===== config.mk =====
export PLATFORM = sky130hd
export DESIGN_NAME = cla_nibble_seq
export DESIGN_NICKNAME = d
export VERILOG_FILES = /design/src/rtl/cla_nibble_seq_pkg.sv /design/src/rtl/cla_nibble_seq_slice.sv /design/src/rtl/cla_nibble_seq.sv
export SDC_FILE = /design/constraint.sdc
export NUM_CORES = 1
export LEC_CHECK = 0
export CAP_MARGIN = 20
export CORE_ASPECT_RATIO = 1.25
export CORE_MARGIN = 8
export CORE_UTILIZATION = 46
export DETAILED_ROUTE_END_ITERATION = 8
export GPL_TIMING_DRIVEN = 0
export MAX_ROUTING_LAYER = met4
export PLACE_DENSITY = 0.86
export SYNTH_ARGS = -nofsm -noshare
export SYNTH_HDL_FRONTEND = slang
export SYNTH_SLANG_ARGS = --single-unit
export TNS_END_PERCENT = 30

===== constraint.sdc =====
create_clock -name clk -period 2.4 [get_ports clk]
set_clock_uncertainty 0.2 [all_clocks]
set_input_delay 0.48 -clock clk [delete_from_list [all_inputs] [get_ports clk]]
set_output_delay 0.48 -clock clk [all_outputs]
set_load 0.02 [all_outputs]

===== src/rtl/cla_nibble_seq_pkg.sv =====
// Shared types and constants for the nibble-serial carry-lookahead adder/subtractor.
// Holds the controller state encoding, the slice width and the index-width helper.
package cla_pkg;

    typedef enum logic [1:0] {
        IDLE = 2'd0,
        RUN  = 2'd1,
        DONE = 2'd2
    } state_e;

    localparam int NIB_W = 4;

    // A single-nibble operation still needs a one-bit index register.
    function automatic int idx_w(input int nib);
        return (nib <= 1) ? 1 : $clog2(nib);
    endfunction

endpackage


===== src/rtl/cla_nibble_seq_slice.sv =====
// Combinational 4-bit carry-lookahead slice; also exposes the carry into bit 3
// so the controller can form signed overflow on the final pass.
module cla4_slice (
    input  logic [3:0] a,
    input  logic [3:0] b,
    input  logic       ci,
    output logic [3:0] s,
    output logic       c3,
    output logic       co
);

    logic [3:0] g;
    logic [3:0] p;
    logic [4:0] c;

    always_comb begin
        g    = a & b;
        p    = a ^ b;
        c    = '0;
        c[0] = ci;
        for (int i = 0; i < 4; i++) begin
            c[i+1] = g[i] | (p[i] & c[i]);
        end
        s  = p ^ c[3:0];
        c3 = c[3];
        co = c[4];
    end

endmodule


===== src/rtl/cla_nibble_seq.sv =====
// Sequences one cla4_slice across a WIDTH-bit operand pair, LS nibble first,
// with valid/ready handshakes on the operand and result sides.
module cla_nibble_seq
    import cla_pkg::*;
#(
    parameter int WIDTH = 16
) (
    input  logic             clk,
    input  logic             rst,
    input  logic             in_valid,
    output logic             in_ready,
    input  logic [WIDTH-1:0] op_a,
    input  logic [WIDTH-1:0] op_b,
    input  logic             sub,
    input  logic             cin,
    output logic             out_valid,
    input  logic             out_ready,
    output logic [WIDTH-1:0] result,
    output logic             cout,
    output logic             ovf
);

    localparam int NIB = WIDTH / NIB_W;
    localparam int KW  = idx_w(NIB);

    state_e           state_q, state_d;
    logic [WIDTH-1:0] a_q, a_d;
    logic [WIDTH-1:0] b_q, b_d;
    logic [WIDTH-1:0] result_q, result_d;
    logic [KW-1:0]    k_q, k_d;
    logic             carry_q, carry_d;
    logic             cout_q, cout_d;
    logic             ovf_q, ovf_d;

    logic [3:0]       sl_s;
    logic             sl_c3;
    logic             sl_co;

    // Operands shift right each pass, so the slice always sees bits [3:0].
    cla4_slice u_slice (
        .a  (a_q[3:0]),
        .b  (b_q[3:0]),
        .ci (carry_q),
        .s  (sl_s),
        .c3 (sl_c3),
        .co (sl_co)
    );

    always_comb begin
        state_d  = state_q;
        a_d      = a_q;
        b_d      = b_q;
        result_d = result_q;
        k_d      = k_q;
        carry_d  = carry_q;
        cout_d   = cout_q;
        ovf_d    = ovf_q;
        case (state_q)
            IDLE: begin
                if (in_valid) begin
                    a_d     = op_a;
                    b_d     = sub ? ~op_b : op_b;
                    carry_d = cin ^ sub;
                    k_d     = '0;
                    state_d = RUN;
                end
            end
            RUN: begin
                a_d = a_q >> NIB_W;
                b_d = b_q >> NIB_W;
                result_d[int'(k_q)*NIB_W +: NIB_W] = sl_s;
                carry_d = sl_co;
                k_d     = k_q + 1'b1;
                if (k_q == KW'(NIB - 1)) begin
                    cout_d  = sl_co;
                    ovf_d   = sl_c3 ^ sl_co;
                    state_d = DONE;
                end
            end
            DONE: begin
                if (out_ready) begin
                    state_d = IDLE;
                end
            end
            default: state_d = IDLE;
        endcase
    end

    always_ff @(posedge clk) begin
        if (rst) begin
            state_q  <= IDLE;
            k_q      <= '0;
            carry_q  <= 1'b0;
            result_q <= '0;
            cout_q   <= 1'b0;
            ovf_q    <= 1'b0;
        end else begin
            state_q  <= state_d;
            k_q      <= k_d;
            carry_q  <= carry_d;
            result_q <= result_d;
            cout_q   <= cout_d;
            ovf_q    <= ovf_d;
        end
    end

    // Operand shadow registers are pure data; their contents only matter in RUN.
    always_ff @(posedge clk) begin
        a_q <= a_d;
        b_q <= b_d;
    end

    assign in_ready  = (state_q == IDLE) && !rst;
    assign out_valid = (state_q == DONE) && !rst;
    assign result    = result_q;
    assign cout      = cout_q;
    assign ovf       = ovf_q;

endmodule


* Yosys cells after proc, flatten, opt, wreduce, memory -nomap -nowiden *
Index checks and enable logic that the tools add are counted.
W data, S select, Z words.

cells by class
  $add $sub $neg = 2
  equal/unequal tests = 6
  shift operators = 2
  multiplexer cells = 14
  bitwise logic cells = 14
  reduce and logical (&&, ||, !) cells = 8

operators by type and width
  kind                       count
  $pmux W16 S2               2
  $mux W16                   3
  $neg A4 Y33                1
  $shift A4 B33 Y16 const A  1
  $shiftx A4 B33 Y16         1
  $bwmux W16                 1
  $not A16 Y16               1
  $mux W2                    4
  $xor A4 B4 Y4              2
  $ne A2 B2 Y1 const B       3
  $pmux W2 S3                1
  $and A1 B1 Y1              4
  $and A4 B4 Y4              1
  $eq A2 B2 Y1 const B       2
  $or A1 B1 Y1               4
  $pmux W2 S2                1
  $reduce_and A2 Y1          2
  $reduce_and A3 Y1          1
  $add A2 B1 Y2 const B      1
  $eq A2 B1 Y1 const B       1
  $logic_and A1 B1 Y1        2
  $logic_not A2 Y1           1
  $pmux W1 S2                1
  $reduce_bool A2 Y1         1
  other kinds (3)            4

storage, ports and cells
  flip-flop bits (word level) = 55
  input port bits = 38
  output and inout port bits = 20
  logic and storage cells = 54

* Logic depth before layout (Yosys ltp) *
  depth after elaboration = 10
  gate-level depth with buffers = 9
  mapped depth without buffers = 9

* By module *
From an unflattened synthesis, not the netlist that was laid out.

unflattened totals
  cell total of the unflattened synthesis = 228
  area total of the unflattened synthesis = 2577.5 µm²

by module, submodules not included
  module          times used  cells an instance  area each (µm²)  seq. area each (µm²)
  cla_nibble_seq  1           214                2459.9           1421.4
  cla4_slice      1           14                 117.6            0.0

* Worst setup path after synthesis *
No wires, ideal clock.

  kind = register to register
  start point = register a_q[0]
  end point = register result_q[11], in the netlist result[11]
  library setup time = 130 ps
  data arrival time = 1973 ps
  data required time = 2070 ps
  slack = 97 ps
  cell stages (with the launch flop) = 9
  buffers on the path = 0
  period minus slack after synthesis = 2303 ps
  path through = edfxtp_1 > fa_1 > inv_1 > fa_1 > fa_1 > inv_1 > fa_1 > nand2b_1 > o32ai_1

between the ends
  longest elaborated chain between the ends = 10
  elaborated cells between the ends (all ways) = 11
  classes of those cells = 1 x shift; 1 x mux; 9 x bitwise

RTL lines
  element                 line                        text
  start, declared         cla_nibble_seq.sv:27        logic [WIDTH-1:0] a_q, a_d;
  start signal, assigned  cla_nibble_seq.sv:109       a_q <= a_d;
  $xor A4 B4 Y4           cla_nibble_seq_slice.sv:18  p = a ^ b;
  $and A1 B1 Y1           cla_nibble_seq_slice.sv:22  c[i+1] = g[i] | (p[i] & c[i]);
  $or A1 B1 Y1            cla_nibble_seq_slice.sv:22
  $and A1 B1 Y1           cla_nibble_seq_slice.sv:22
  $or A1 B1 Y1            cla_nibble_seq_slice.sv:22
  $and A1 B1 Y1           cla_nibble_seq_slice.sv:22
  $or A1 B1 Y1            cla_nibble_seq_slice.sv:22
  $xor A4 B4 Y4 (*)       cla_nibble_seq_slice.sv:24  s = p ^ c[3:0];
  $shiftx A4 B33 Y16 (*)  cla_nibble_seq.sv:71        result_d[int'(k_q)*NIB_W +: NIB_W] = sl_s;
  $bwmux W16 (*)          cla_nibble_seq.sv:71
  end signal, assigned    cla_nibble_seq.sv:101       result_q <= result_d;
  end, declared           cla_nibble_seq.sv:29        logic [WIDTH-1:0] result_q, result_d;

Mark *: on every way between the ends. The rest lies on a longest branch, timed or not.
A chain may end at the register's enable or synchronous reset.

* Final worst setup path *
  start point = register a_q[0]
  end point = register result_q[7], in the netlist result[7]

The elaborated chain is that of the path after synthesis.

==> flow_summary_export.csv <==
group,metric,value,unit
critical_path,reg2reg_to,"result[7]",
global_route,grt_pass1_vias,2012,
clocking,cts_buffer_depth,2,
synth,synth_top_family_by_area,"simple AND/OR/NAND/NOR gates",
synth,syn_area,2700,um2
synth,async_reset_ff_share,0,%
floorplan,num_rows,31,
layout,drive_gt1_share,17.6,%
clocking,path_clk_slew,0.09,ns
layout,design_area,3490,um2
global_route,grtUsageTotal,13.1,%
drt,ant_nets,0,
placed_design,dp.cells,346,
floorplan,die_w,84.5,um
synth,netlist_top_cells_count,"edfxtp_1, dfxtp_1, nand2_1, xnor2_1",
layout,fin_cells,355,
synth,synth_cell_types,38,
layout,antennaDiodeCount,0,
synth,synthSimpleGateAreaFrac,14.7,%
critical_path,r2r-start,"a_q[0]",
sta,setup-violations-final,0,
min_path,hold_class,"reg2reg",
pwr,power_density,595,nW/um2
critical_path,worst-path-max-fanout,3,
pwr,peakVddDrop,389,uV
synth,yosys.area.top_type,"edfxtp_1",
synth,synth_seq_cells,55,
critical_path,arrival,2.42,ns
min_path,hold_path_depth,2,
critical_path,cp_slowest_stage_delay,0.56,ns
sta,fin_crit_sh,99.3,%
critical_path,cp_slowest_cell,"fa_2",
synth,synth-compound-area-share,7.87,%
floorplan,core-area,5740,um2
global_route,grt_max_degree,27,
critical_path,crit_buf_inv,2,
sta,timing_hold_violations_final,0,
clocking,cts.sinks,55,
drt,wire_per_inst,14.9,um
placed_design,place.gp.congestion,0.845,
drt,vias,1830,
drt,drc,0,
synth,yosysSeqAreaShare,52.6,%
min_path,min-delay-start,"result[6]",
synth,synth.most_common_cell,"edfxtp_1",
layout,nets,336,
critical_path,crit_top_cell,"fa_2",
critical_path,cp-end-kind,"register",
global_route,grt_overflow_total,0,
pwr,leakage,0.00130,uW
run,max-cap-violations,0,
sta,slew_violations,0,
critical_path,cp_top_family,"adder cells",
sta,rsz0062_at_grt,"yes",
synth,synthMuxAreaShare,7.41,%
floorplan,initial_core_util,47.1,%
placed_design,portBuffers,56,
drt,first_iter_violations,73,
drt,drt-pass1-iter-count,4,
placed_design,placedInstanceArea,3370,um2
sta,slew_headroom,66.1,%
synth,synth_edf_count,32,
critical_path,crit_chain,"fa_2 > inv_2 > fa_2 > fa_2 > inv_2 > fa_2 > nand4_1 > a21oi_2",
sta,period_minus_slack,2.38,ns
synth,synth_top_area_share,35.6,%
sta,tns,0,ns
placed_design,dp_hpwl,4.00,mm
synth,synthTopCellsByArea,"edfxtp_1, dfxtp_1, mux2_4",
clocking,insertion_delay,0.30,ns
synth,synth_cells,223,
sta,clock.fmax,0.420,GHz
synth,syn_nets,271,
floorplan,die_h,102,um
synth,syn_area_per_cell,12.1,um2
min_path,holdPathEnd,"result[6]",
placed_design,pre_cts_ws,-0.401,ns
layout,area_delta_synth_final,29.0,%
synth,synthFlopType,"edfxtp_1",
critical_path,criticalPathCategory,"reg2reg",
critical_path,start_kind,"register",
drt,wirelength,5.28,mm
synth,synth_xor_area_share,5.84,%
floorplan,ios,58,
critical_path,r2r_cells,8,
critical_path,cp.required,2.44,ns
floorplan,die_area,8600,um2
global_route,antenna_found_initial,0,
synth,yosys.area_share.adder,5.74,%
clocking,root_buffer,"clkbuf_8",
sta,tightest_slew,0.508,ns
clocking,cts_tree,"built",
critical_path,r2r_setup_slack,0.02,ns
drt,routed_via_density,5.15,
clocking,htreeDepth,2,
status,status,"complete, no violations",
synth,yosysWarnings,0,
sta,timing.final.ws_setup,0.0167,ns
layout,fillers,486,
clocking,cts_made_buffers,5,
global_route,grt_pass1_wl,8.85,mm
cell usage in the layout, fill, tap and decap left out, types with 8 or more instances in the layout:
cell / synthesis / routed
o32ai_1: 8 / 8
edfxtp_1: 32 / 32
a21oi_1: 11 / 10
inv_1: 13 / 11
xnor2_1: 17 / 17
mux2_4: 12 / 12
dfxtp_1: 23 / 22
nor2_1: 10 / 10
o21ai_0: 13 / 12
clkdlybuf4s50_1: 0 / 54
nand2_1: 22 / 22
power breakdown:
group          internal [uW]  leakage, uW  switching (uW)
combinational            231     0.000732             198
clock                    243    0.0000493             284
sequential              1090     0.000514            29.8
flip-flops by register name, indices dropped and copies added (netlist names):
name	cells
a_q	16
b_q	16
carry_q	1
cout	1
k_q	2
ovf	1
result	16
state_q	2
timing repair:
| item | 4_1_cts | 5_1_grt |
|---|---|---|
| endpoints found under the setup margin | 9 | 9 |
| hold buffers | 0 | 0 |
| pin swaps | 6 | 7 |
| resized for setup | 13 | 6 |
| setup buffers | 1 | 0 |
per-layer routing:
layer | global-route usage [%] | share of wire (%) | up-vias
met4 | 4.67 | 1.6 | 0
met5 | - | 0 | -
li1 | - | - | 904
met3 | 5.44 | 8.1 | 9
met2 | 22.8 | 50 | 63
met1 | 12.9 | 41 | 854
how the worst max path moves through the flow:
stage | to | cells past startpoint | slack (ns) | from
finish | result[7] | 8 | 0.02 | a_q[0]
global route | result[7] | 8 | -0.1 | a_q[0]
CTS | result[3] | 8 | -0.02 | b_q[0]
detailed placement | in_ready | 4 | -0.40 | rst
global placement | in_ready | 4 | -0.38 | rst
floorplan | result[11] | 8 | 0.1 | a_q[0]
metrics by stage:
| step | hold WS [ns] | power (uW) | utilization (%) |
|---|---|---|---|
| CTS | 0.262 | 2090 | 60.8 |
| floorplan | 0.296 | 1390 | - |
| finish | 0.259 | 2080 | 60.7 |
| global placement | 0.240 | 1530 | 58.3 |
| global route | 0.283 | 2160 | 60.7 |
| detailed placement | 0.250 | 1550 | 58.7 |
worst reg2reg max path, stage by stage, from the launching register on:
cell	delay (ns)
edfxtp_1	0.43
fa_2	0.38
inv_2	0.06
fa_2	0.18
fa_2	0.21
inv_2	0.04
fa_2	0.56
nand4_1	0.11
a21oi_2	0.15
kinds of logic (layout without fill, tap and decap cells):
family,after synthesis,count (layout)
compound gates,35,35
xor+xnor,18,18
fa+ha+maj,10,10
buf+inv,26,92
flops,55,55
mux,14,14
simple gates,65,65
cell type report:
| type | instances | area [um2] | share of cell area, % |
|---|---|---|---|
| Clock buffer | 7 | 90.1 | 2.58 |
| Timing Repair Buffer | 58 | 586 | 16.8 |
| Multi-Input combinational cell | 142 | 1140 | 32.7 |
| Buffer | 13 | 111 | 3.19 |
| Tap cell | 66 | 82.6 | 2.37 |
| Clock inverter | 1 | 3.75 | 0.108 |
| Inverter | 13 | 48.8 | 1.40 |
| Sequential cell | 55 | 1420 | 40.8 |
No activity file was read; power rests on OpenSTA's default activity.
